## config.mk

```make
export PLATFORM = sky130hd
export DESIGN_NAME = fifo_push_arbiter
export DESIGN_NICKNAME = d
export VERILOG_FILES = /design/src/rtl/fifo_push_arbiter.sv
export SDC_FILE = /design/constraint.sdc
export NUM_CORES = 1
export LEC_CHECK = 0
export BUFFER_PORTS_ARGS = -buffer_cell sky130_fd_sc_hd__buf_4
export CAP_MARGIN = 20
export CELL_PAD_IN_SITES_DETAIL_PLACEMENT = 1
export CELL_PAD_IN_SITES_GLOBAL_PLACEMENT = 2
export CORE_MARGIN = 8
export CORE_UTILIZATION = 25
export DETAILED_ROUTE_END_ITERATION = 6
export GPL_ROUTABILITY_DRIVEN = 1
export PLACE_DENSITY_LB_ADDON = 0.1
export SYNTH_ARGS = -nofsm -noshare
export SYNTH_HDL_FRONTEND = slang
export SYNTH_SLANG_ARGS = --single-unit
```

## constraint.sdc

```tcl
create_clock -name clk -period 4.6 [get_ports clk]
set_input_delay 0.46 -clock clk [delete_from_list [all_inputs] [get_ports clk]]
set_output_delay 0.46 -clock clk [all_outputs]
set_load 0.05 [all_outputs]
```

## src/rtl/fifo_push_arbiter.sv

```systemverilog
// Round-robin push arbiter for a shared FIFO: grants bursts of up to BURST beats per
// producer and keeps a conservative occupancy mirror so the FIFO is never overrun.
module fifo_push_arbiter #(
    parameter int unsigned NREQ   = 4,
    parameter int unsigned DATA_W = 32,
    parameter int unsigned DEPTH  = 8,
    parameter int unsigned BURST  = 4
) (
    input  logic                       clk,
    input  logic                       rst,
    input  logic [NREQ-1:0]            req_valid,
    input  logic [NREQ*DATA_W-1:0]     req_data,
    output logic [NREQ-1:0]            req_ready,
    output logic [NREQ-1:0]            gnt,
    input  logic                       pop_req,
    input  logic                       fifo_empty,
    output logic                       fifo_push,
    output logic [DATA_W-1:0]          fifo_push_data,
    output logic                       fifo_pop,
    output logic [$clog2(DEPTH+1)-1:0] level,
    output logic                       busy
);

    localparam int unsigned IW = $clog2(NREQ);
    localparam int unsigned CW = $clog2(DEPTH+1);
    localparam int unsigned BW = $clog2(BURST+1);

    localparam logic [0:0] StIdle = 1'b0;
    localparam logic [0:0] StOwn  = 1'b1;

    logic [0:0]        state_q, state_d;
    logic [NREQ-1:0]   gnt_q, gnt_d;
    logic [IW-1:0]     last_q, last_d;
    logic [BW-1:0]     bcnt_q, bcnt_d;
    logic [CW-1:0]     cnt_q, cnt_d;
    logic              push_q, push_d;
    logic [DATA_W-1:0] push_data_q, push_data_d;

    logic              full;
    logic              owner_valid;
    logic              accept;
    logic [DATA_W-1:0] owner_data;
    logic              win_found;
    logic [IW-1:0]     win_idx;
    int unsigned       cand;

    // While owning, last_q is the owner index.
    assign full        = (cnt_q == CW'(DEPTH));
    assign owner_valid = req_valid[last_q];
    assign accept      = (state_q == StOwn) && owner_valid && !full;
    assign req_ready   = gnt_q & {NREQ{~full}};
    assign fifo_pop    = pop_req & ~fifo_empty;

    assign gnt            = gnt_q;
    assign fifo_push      = push_q;
    assign fifo_push_data = push_data_q;
    assign level          = cnt_q;
    assign busy           = (state_q == StOwn);

    always_comb begin
        owner_data = '0;
        for (int unsigned i = 0; i < NREQ; i++) begin
            if (last_q == IW'(i)) begin
                owner_data = req_data[i*DATA_W +: DATA_W];
            end
        end
    end

    // Search upward from last+1, wrapping, so the previous owner has lowest priority.
    always_comb begin
        win_found = 1'b0;
        win_idx   = last_q;
        cand      = 0;
        for (int unsigned k = 1; k <= NREQ; k++) begin
            cand = (k + 32'(last_q)) % NREQ;
            if (!win_found && req_valid[IW'(cand)]) begin
                win_found = 1'b1;
                win_idx   = IW'(cand);
            end
        end
    end

    always_comb begin
        state_d     = state_q;
        gnt_d       = gnt_q;
        last_d      = last_q;
        bcnt_d      = bcnt_q;
        push_d      = 1'b0;
        push_data_d = push_data_q;
        case (state_q)
            StIdle: begin
                if (win_found) begin
                    state_d          = StOwn;
                    gnt_d            = '0;
                    gnt_d[win_idx]   = 1'b1;
                    last_d           = win_idx;
                    bcnt_d           = '0;
                end
            end
            StOwn: begin
                if (accept) begin
                    push_d      = 1'b1;
                    push_data_d = owner_data;
                    bcnt_d      = bcnt_q + 1'b1;
                end
                if (!owner_valid || (accept && bcnt_q == BW'(BURST-1))) begin
                    state_d = StIdle;
                    gnt_d   = '0;
                end
            end
            default: state_d = StIdle;
        endcase
    end

    // Mirror counts at accept time, one cycle ahead of the FIFO write.
    always_comb begin
        cnt_d = cnt_q;
        if (accept && !fifo_pop) begin
            cnt_d = cnt_q + 1'b1;
        end else if (!accept && fifo_pop && cnt_q != '0) begin
            cnt_d = cnt_q - 1'b1;
        end
    end

    always_ff @(posedge clk or posedge rst) begin
        if (rst) begin
            state_q     <= StIdle;
            gnt_q       <= '0;
            last_q      <= IW'(NREQ-1);
            bcnt_q      <= '0;
            cnt_q       <= '0;
            push_q      <= 1'b0;
            push_data_q <= '0;
        end else begin
            state_q     <= state_d;
            gnt_q       <= gnt_d;
            last_q      <= last_d;
            bcnt_q      <= bcnt_d;
            cnt_q       <= cnt_d;
            push_q      <= push_d;
            push_data_q <= push_data_d;
        end
    end

endmodule

```

# After elaboration in Yosys (flattened, before gate mapping)
# Cells that the tools add are included.
word_totals:
  reg_bits: 47
  latchBits: 0
  ram_bits: 0
  rom_bits: 0
  inputBits: 136
  out_inout_bits: 47
  word_cells: 96
  n_memories: 0
classes:
  n_addsub: 7
  n_mul: 0
  div_mod_pow: 0
  order_cmp: 7
  n_eq_ne: 8
  shift: 0
  mux: 37
  n_bitwise: 5
  n_reduce_logical: 25
ops:
  columns: ["op", "count"]
  rows:
  - ["two-way mux 32 bit", 4]
  - ["less-than comparator 2 x 3 -> 1 bit (second input constant)", 6]
  - ["two-way mux 4 bit", 4]
  - ["two-way mux 1 bit", 14]
  - ["binary-select mux 1 bit (select 2 bit)", 5]
  - ["logical AND 1 bit", 10]
  - ["two-way mux 2 bit", 4]
  - ["case mux 4 bit (2 select lines)", 1]
  - ["AND reduction 2 bit", 4]
  - ["zero test 1 bit", 7]
  - ["two-way mux 3 bit", 2]
  - ["case mux 3 bit (2 select lines)", 1]
  - ["adder 1 x 2 -> 2 bit (first input constant)", 2]
  - ["adder 2 bit (first input constant)", 2]
  - ["adder 4 x 1 -> 4 bit (second input constant)", 1]
  - ["AND 4 bit", 1]
  - ["equality test 2 bit (second input constant)", 2]
  - ["equality test 4 bit (second input constant)", 1]
  - ["!= test 2 x 1 -> 1 bit (second input constant)", 2]
  - ["nonzero test 4 bit", 1]
  - ["subtractor 4 x 1 -> 4 bit (second input constant)", 1]
  - ["adder 3 x 1 -> 3 bit (second input constant)", 1]
  - ["equality test 3 x 2 -> 1 bit (second input constant)", 1]
  - ["inverter 1 bit", 3]
  - ["other kinds (9)", 9]

# Depth between registers and ports, before layout
logic_depth:
  word_depth: 19
  depth_mapped: 10
  mapped_depth_nobuf: 9

# Worst setup path before layout
# Ideal clock, no wire load.
synth_path:
  path_type: "register to register"
  startpoint: "reg cnt_q[1] (netlist: level[1])"
  endpoint: "reg cnt_q[3] (netlist: level[3])"
  arrival_time_ps: 2738
  t_required_ps: 4480
  setup_slack_ps: 1742
  stages_incl_launch_ff: 10
  path_buffers: 0
  path_cell_list: "dfrtp_1 or4b_1 nand3_2 or2_2 ha_1 a21o_1 a21oi_1 nor3_1 or3_1 and3_1"
synth_between:
  elab_chain_len: 7
  elab_cells_between_ends: 13
  cone_classes: "2 x add/sub; 1 x eq/ne; 2 x mux; 8 x reduce/logical"
synth_lines:
  columns: ["element", "line", "source"]
  rows:
  - ["start: declaration", "35", "logic [CW-1:0] cnt_q, cnt_d;"]
  - ["start signal: assignment", "139", "cnt_q <= cnt_d;"]
  - ["parallel branches: the longest is 7 deep, another holds subtractor 4 x 1 -> 4 bit", null, null]
# Several ways; the timed one is not identified. The select of a mux whose other input is x is not followed.
# A chain may end at the register's enable or synchronous reset.

# Final worst setup path
layout_path:
  startpoint: "reg last_q[0]"
  endpoint: "reg cnt_q[3] (netlist: level[3])"
layout_between:
  elab_chain_len: 8
  elab_cells_between_ends: 10
  cone_classes: "3 x mux; 7 x reduce/logical"
layout_lines:
  columns: ["element", "line", "source"]
  rows:
  - ["start: declaration", "33", "logic [IW-1:0] last_q, last_d;"]
  - ["start signal: assignment", "129", "last_q <= IW'(NREQ-1);"]
  - ["start signal: assignment", "137", "last_q <= last_d;"]
  - ["binary-select mux 1 bit (select 2 bit) *", "49", "assign owner_valid = req_valid[last_q];"]
  - ["two-way mux 1 bit (implied by the code) *", "49", null]
  - ["logical AND 1 bit * (2 in a row)", "50", "assign accept = (state_q == StOwn) && owner_valid && !full;"]
  - ["zero test 1 bit", "120", "end else if (!accept && fifo_pop && cnt_q != '0) begin"]
  - ["logical AND 1 bit (2 in a row)", "120", null]
  - ["nonzero test 2 bit (no line)", null, null]
# Every way passes the cells marked *; elsewhere a longest branch is shown, timed or not. The select of a mux whose other input is x is not followed.

==> results <==
- Once layout is complete, the cells apart from fillers number 732.
- The portion of the clock cycle consumed by the worst path in the final layout is 65.6%.
- The synthesized netlist devotes less than 1% of its cell area to XOR and XNOR gates.
- The number of nets in the synthesized netlist is 540.
- The data arrival at the endpoint of the critical path is 3210 ps.
- The analysis attributes to cell leakage a power of 2.28 nW.
- Row generation in the floorplan step produced 42 rows.
- The sum of negative setup slack is 0 ps.
- Of the cells placed in the final design, the portion with a size suffix greater than 1 is about 39%.
- The initial standard-cell utilization of the core is 25.3%.
- The fmax is ~0.33 GHz.
- The proportion of synthesized chip area in sequential cells is 35.8%.
- Data on the critical path is required at its endpoint by 4790 ps.
- The count of final max-slew check failures is 0.
- The instance count of the mapped netlist is 395.
- The portion of total power attributed to combinational logic is 68.7%.
- In this run, the clock network consumes between 10% and 20% of the power.
- The number of hold buffers added after CTS was 0.
- The I/O pin count is 183.
- The flow ran to the end, and the final reports show no timing, DRC or antenna violations.
- The top fanout value on the critical path is 13.
- Summing the areas of all and, or, nand and nor instances in the mapped netlist gives 25.2% of the synthesized area.
- The count of input and output buffers is ~180.
- The power density over cell area is 744 mW/mm^2.
- Measured along the y axis, the die boundary spans around 130 um.
- In this run, the number of DRC markers left after iteration 0 of detailed routing was 114.
- Leaving out fill and tap cells, the most frequent cells in the layout are 188 x sky130_fd_sc_hd__buf_4, 51 x sky130_fd_sc_hd__nor2b_1, 45 x sky130_fd_sc_hd__dfrtp_1.
- On the final layout, the worst clock skew is 6.82 ps.
- Post-CTS timing repair inserted 0 buffers for setup.
- TritonCTS created 5 clock buffers.
- The fraction of the mapped netlist area in adder cells is 3.65%.
- From synthesis to final layout, the design area changed by 49.7%.
- The placer congestion estimate is roughly 0.74.
- Setup violations remaining at the end of the flow were counted as 0.
- The Yosys step of the flow raised 0 warnings.
- The number of cells after detailed placement is 724.
- The synthesized-area fraction occupied by ao, oa, aoi and oai cells is 24.7%.
- The critical path class is flop to flop.
- Leaving out fill and tap cells, the most frequent cell in the layout is sky130_fd_sc_hd__buf_4.
- The number of global-route vias before repair is roughly 3,800.
- The placed wire-length estimate is 9950 um.
- In this run the deepest clock path goes through 2 buffers.
- For the finished layout, the period the worst path requires is 3020 ps.
- Measured along the x axis, the die boundary spans 131 um.
- The clock tree from TritonCTS is yes.
- Headroom to the max-slew limit came out at 46.7%.
- After detailed routing, the number of vias per cell comes to 4.84.
- The final layout contains 700 nets.
- The worst-skew pair later-pin latency is 300 ps.
- In this run switching power makes up 53.1% of total power.
- Max-cap violations in this run came to 0.
- The number of flops mapped to enable cells by yosys is 0.
- The per-cell routed wire length is 17.6 um.
- The dominant register cell in the synthesized netlist is sky130_fd_sc_hd__dfrtp_1.
- In the global route stage, overall resource usage came out at 14.9%.
- The count of state elements after synthesis is 47.
- The die covers 0.0171 sq mm.
- The post-CTS clock slew at the launch and capture registers of the worst setup and hold paths is 70 ps.
- The count of different cell masters after synthesis is 44.
- The diode insertion count for antenna repair is 0.
- The core footprint is 0.0130 sq mm.
- The internal portion of the total power is approximately 0.0017 W.
- The min-delay analysis places its worst path in the category input port to async pin.
- Averaged over all synthesized cells, the footprint is 8.33 sq um.
- In this run the remaining antenna-violating nets after routing total 0.
- The net switching power figure is 0.00195 W.
- The design draws 0.00366 W.
- The number of optimization iterations in the first detailed-route pass is 4.
- Setup repair after global routing left no endpoint under its margin.
- The area of the mapped netlist is 0.00329 sq mm.
- The first-pass GRT wire length is 20,000 um.
- The root buffer cell is sky130_fd_sc_hd__clkbuf_16.
- The total clock sinks is 47.
- The final route contains 3,542 vias.
- The transition time at the pin with the least slew margin is 799 ps.
- The worst setup path is launched from a flop.
- Sequential cells account for between 20% and 30% of the total power.
- The worst setup path is captured at a flop.
- The share of synthesized registers carrying an async set or reset is 100%.
- The final wirelength is 12,900 um.
- The DRC violation count after routing is 0.
- The hold violation count in the final report is 0.
- IR analysis of the VDD net gives a maximum drop of 0.000252 V.
- The maximum number of pins on one net before global-route repair is around 70.
- Global routing finished with a remaining overflow of 0.
- The number of resized instances in the post-cts repair step is 0.
- The combinational family with the most area after synthesis is simple AND/OR/NAND/NOR gates.
- In the synthesized netlist, mux cells make up 4.52% of the area.
- The initial antenna violation count is 0.
- The number of H-tree branching levels is 2.
==> power groups by stage <==
stage | clock [W] | combinational [W] | sequential, W
2_1_floorplan | 0 | 0.00132 | 0.00128
3_3_place_gp | 0 | 0.00253 | 0.000776
3_5_place_dp | 0 | 0.00257 | 0.000782
4_1_cts | 0.000392 | 0.00257 | 0.000778
5_1_grt | 0.000407 | 0.00279 | 0.000804
6_report | 0.000375 | 0.00252 | 0.000771
==> routing by layer <==
layer	GRT usage (%)	up-vias	wire length (um)	share of wire, %
met5	0	-	0	0
met4	3.85	0	121	0.94
met3	6.66	8	1210	9.4
met2	25.5	93	6520	51
met1	16.6	1693	5020	39
li1	-	1748	-	-
==> logic make-up after synthesis <==
| group | after synthesis |
|---|---|
| XOR/XNOR | 2 |
| flip-flops | 47 |
| multiplexers | 8 |
| adder cells (fa/ha/maj) | 9 |
| buffers and inverters | 45 |
| AND/OR/NAND/NOR | 158 |
| AO/OA/AOI/OAI | 126 |
==> critical path: stages (launching register included) <==
cell and delay (ps):
sky130_fd_sc_hd__dfstp_2 690, sky130_fd_sc_hd__mux4_1 710, sky130_fd_sc_hd__nand3_2 130, sky130_fd_sc_hd__or2_2 140, sky130_fd_sc_hd__ha_1 230, sky130_fd_sc_hd__a21o_1 160, sky130_fd_sc_hd__a21oi_1 260, sky130_fd_sc_hd__nor3_1 90
sky130_fd_sc_hd__or3_1 320, sky130_fd_sc_hd__and3_1 190
==> area by class of cell <==
cell class,instances,area [sq um]
clock inverter,3,20.0
tap,176,220
multi-input combinational,303,1940
fill,1625,8100
timing repair buffer,188,1410
inverter,10,37.5
clock buffer,5,125
sequential,47,1180
==> synthesized netlist by cell type (4+ instances only) <==
library cell	instances	area [sq um]
sky130_fd_sc_hd__nor2b_1	51	319
sky130_fd_sc_hd__a221oi_1	32	280
sky130_fd_sc_hd__nor3_1	35	175
sky130_fd_sc_hd__dfrtp_1	45	1130
sky130_fd_sc_hd__nor2_1	4	15.0
sky130_fd_sc_hd__a21oi_1	39	195
sky130_fd_sc_hd__buf_2	7	35.0
sky130_fd_sc_hd__clkbuf_1	25	93.8
sky130_fd_sc_hd__inv_1	10	37.5
sky130_fd_sc_hd__nand3_1	5	25.0
sky130_fd_sc_hd__and2_1	4	25.0
sky130_fd_sc_hd__nand2_1	43	161
sky130_fd_sc_hd__o21ai_0	40	200
sky130_fd_sc_hd__ha_1	8	100
==> per-stage QoR <==
stage                     hold slack (ps)  util (%)  setup WS (ps)  instance area (sq um)
after floorplan                       466         -           1740                   3290
after global placement                464      36.7           1670                   4780
after detailed placement              472      36.7           1570                   4780
after CTS                             363      37.8           1560                   4930
after global routing                  379      37.8           1450                   4930
final                                 323      37.8           1580                   4930
==> worst paths after layout <==
path                       cells past startpoint                 end              start  slack (ps)
min reg2reg                                    2   fifo_push_data[3]  fifo_push_data[3]         480
max in group asynchronous                      3  fifo_push_data[12]                rst        3830
max                                            9            level[3]          last_q[0]        1580
min in group clk                               3   fifo_push_data[2]       req_data[98]         450
max reg2reg                                    9            level[3]          last_q[0]        1580
min                                            3   fifo_push_data[1]                rst         320
==> state kept, by name, indices dropped and copies added (netlist names) <==
name	flops
last_q	2
fifo_push	1
gnt	4
busy	1
bcnt_q	3
fifo_push_data	32
level	4
Power figures use the tool's default switching activity.
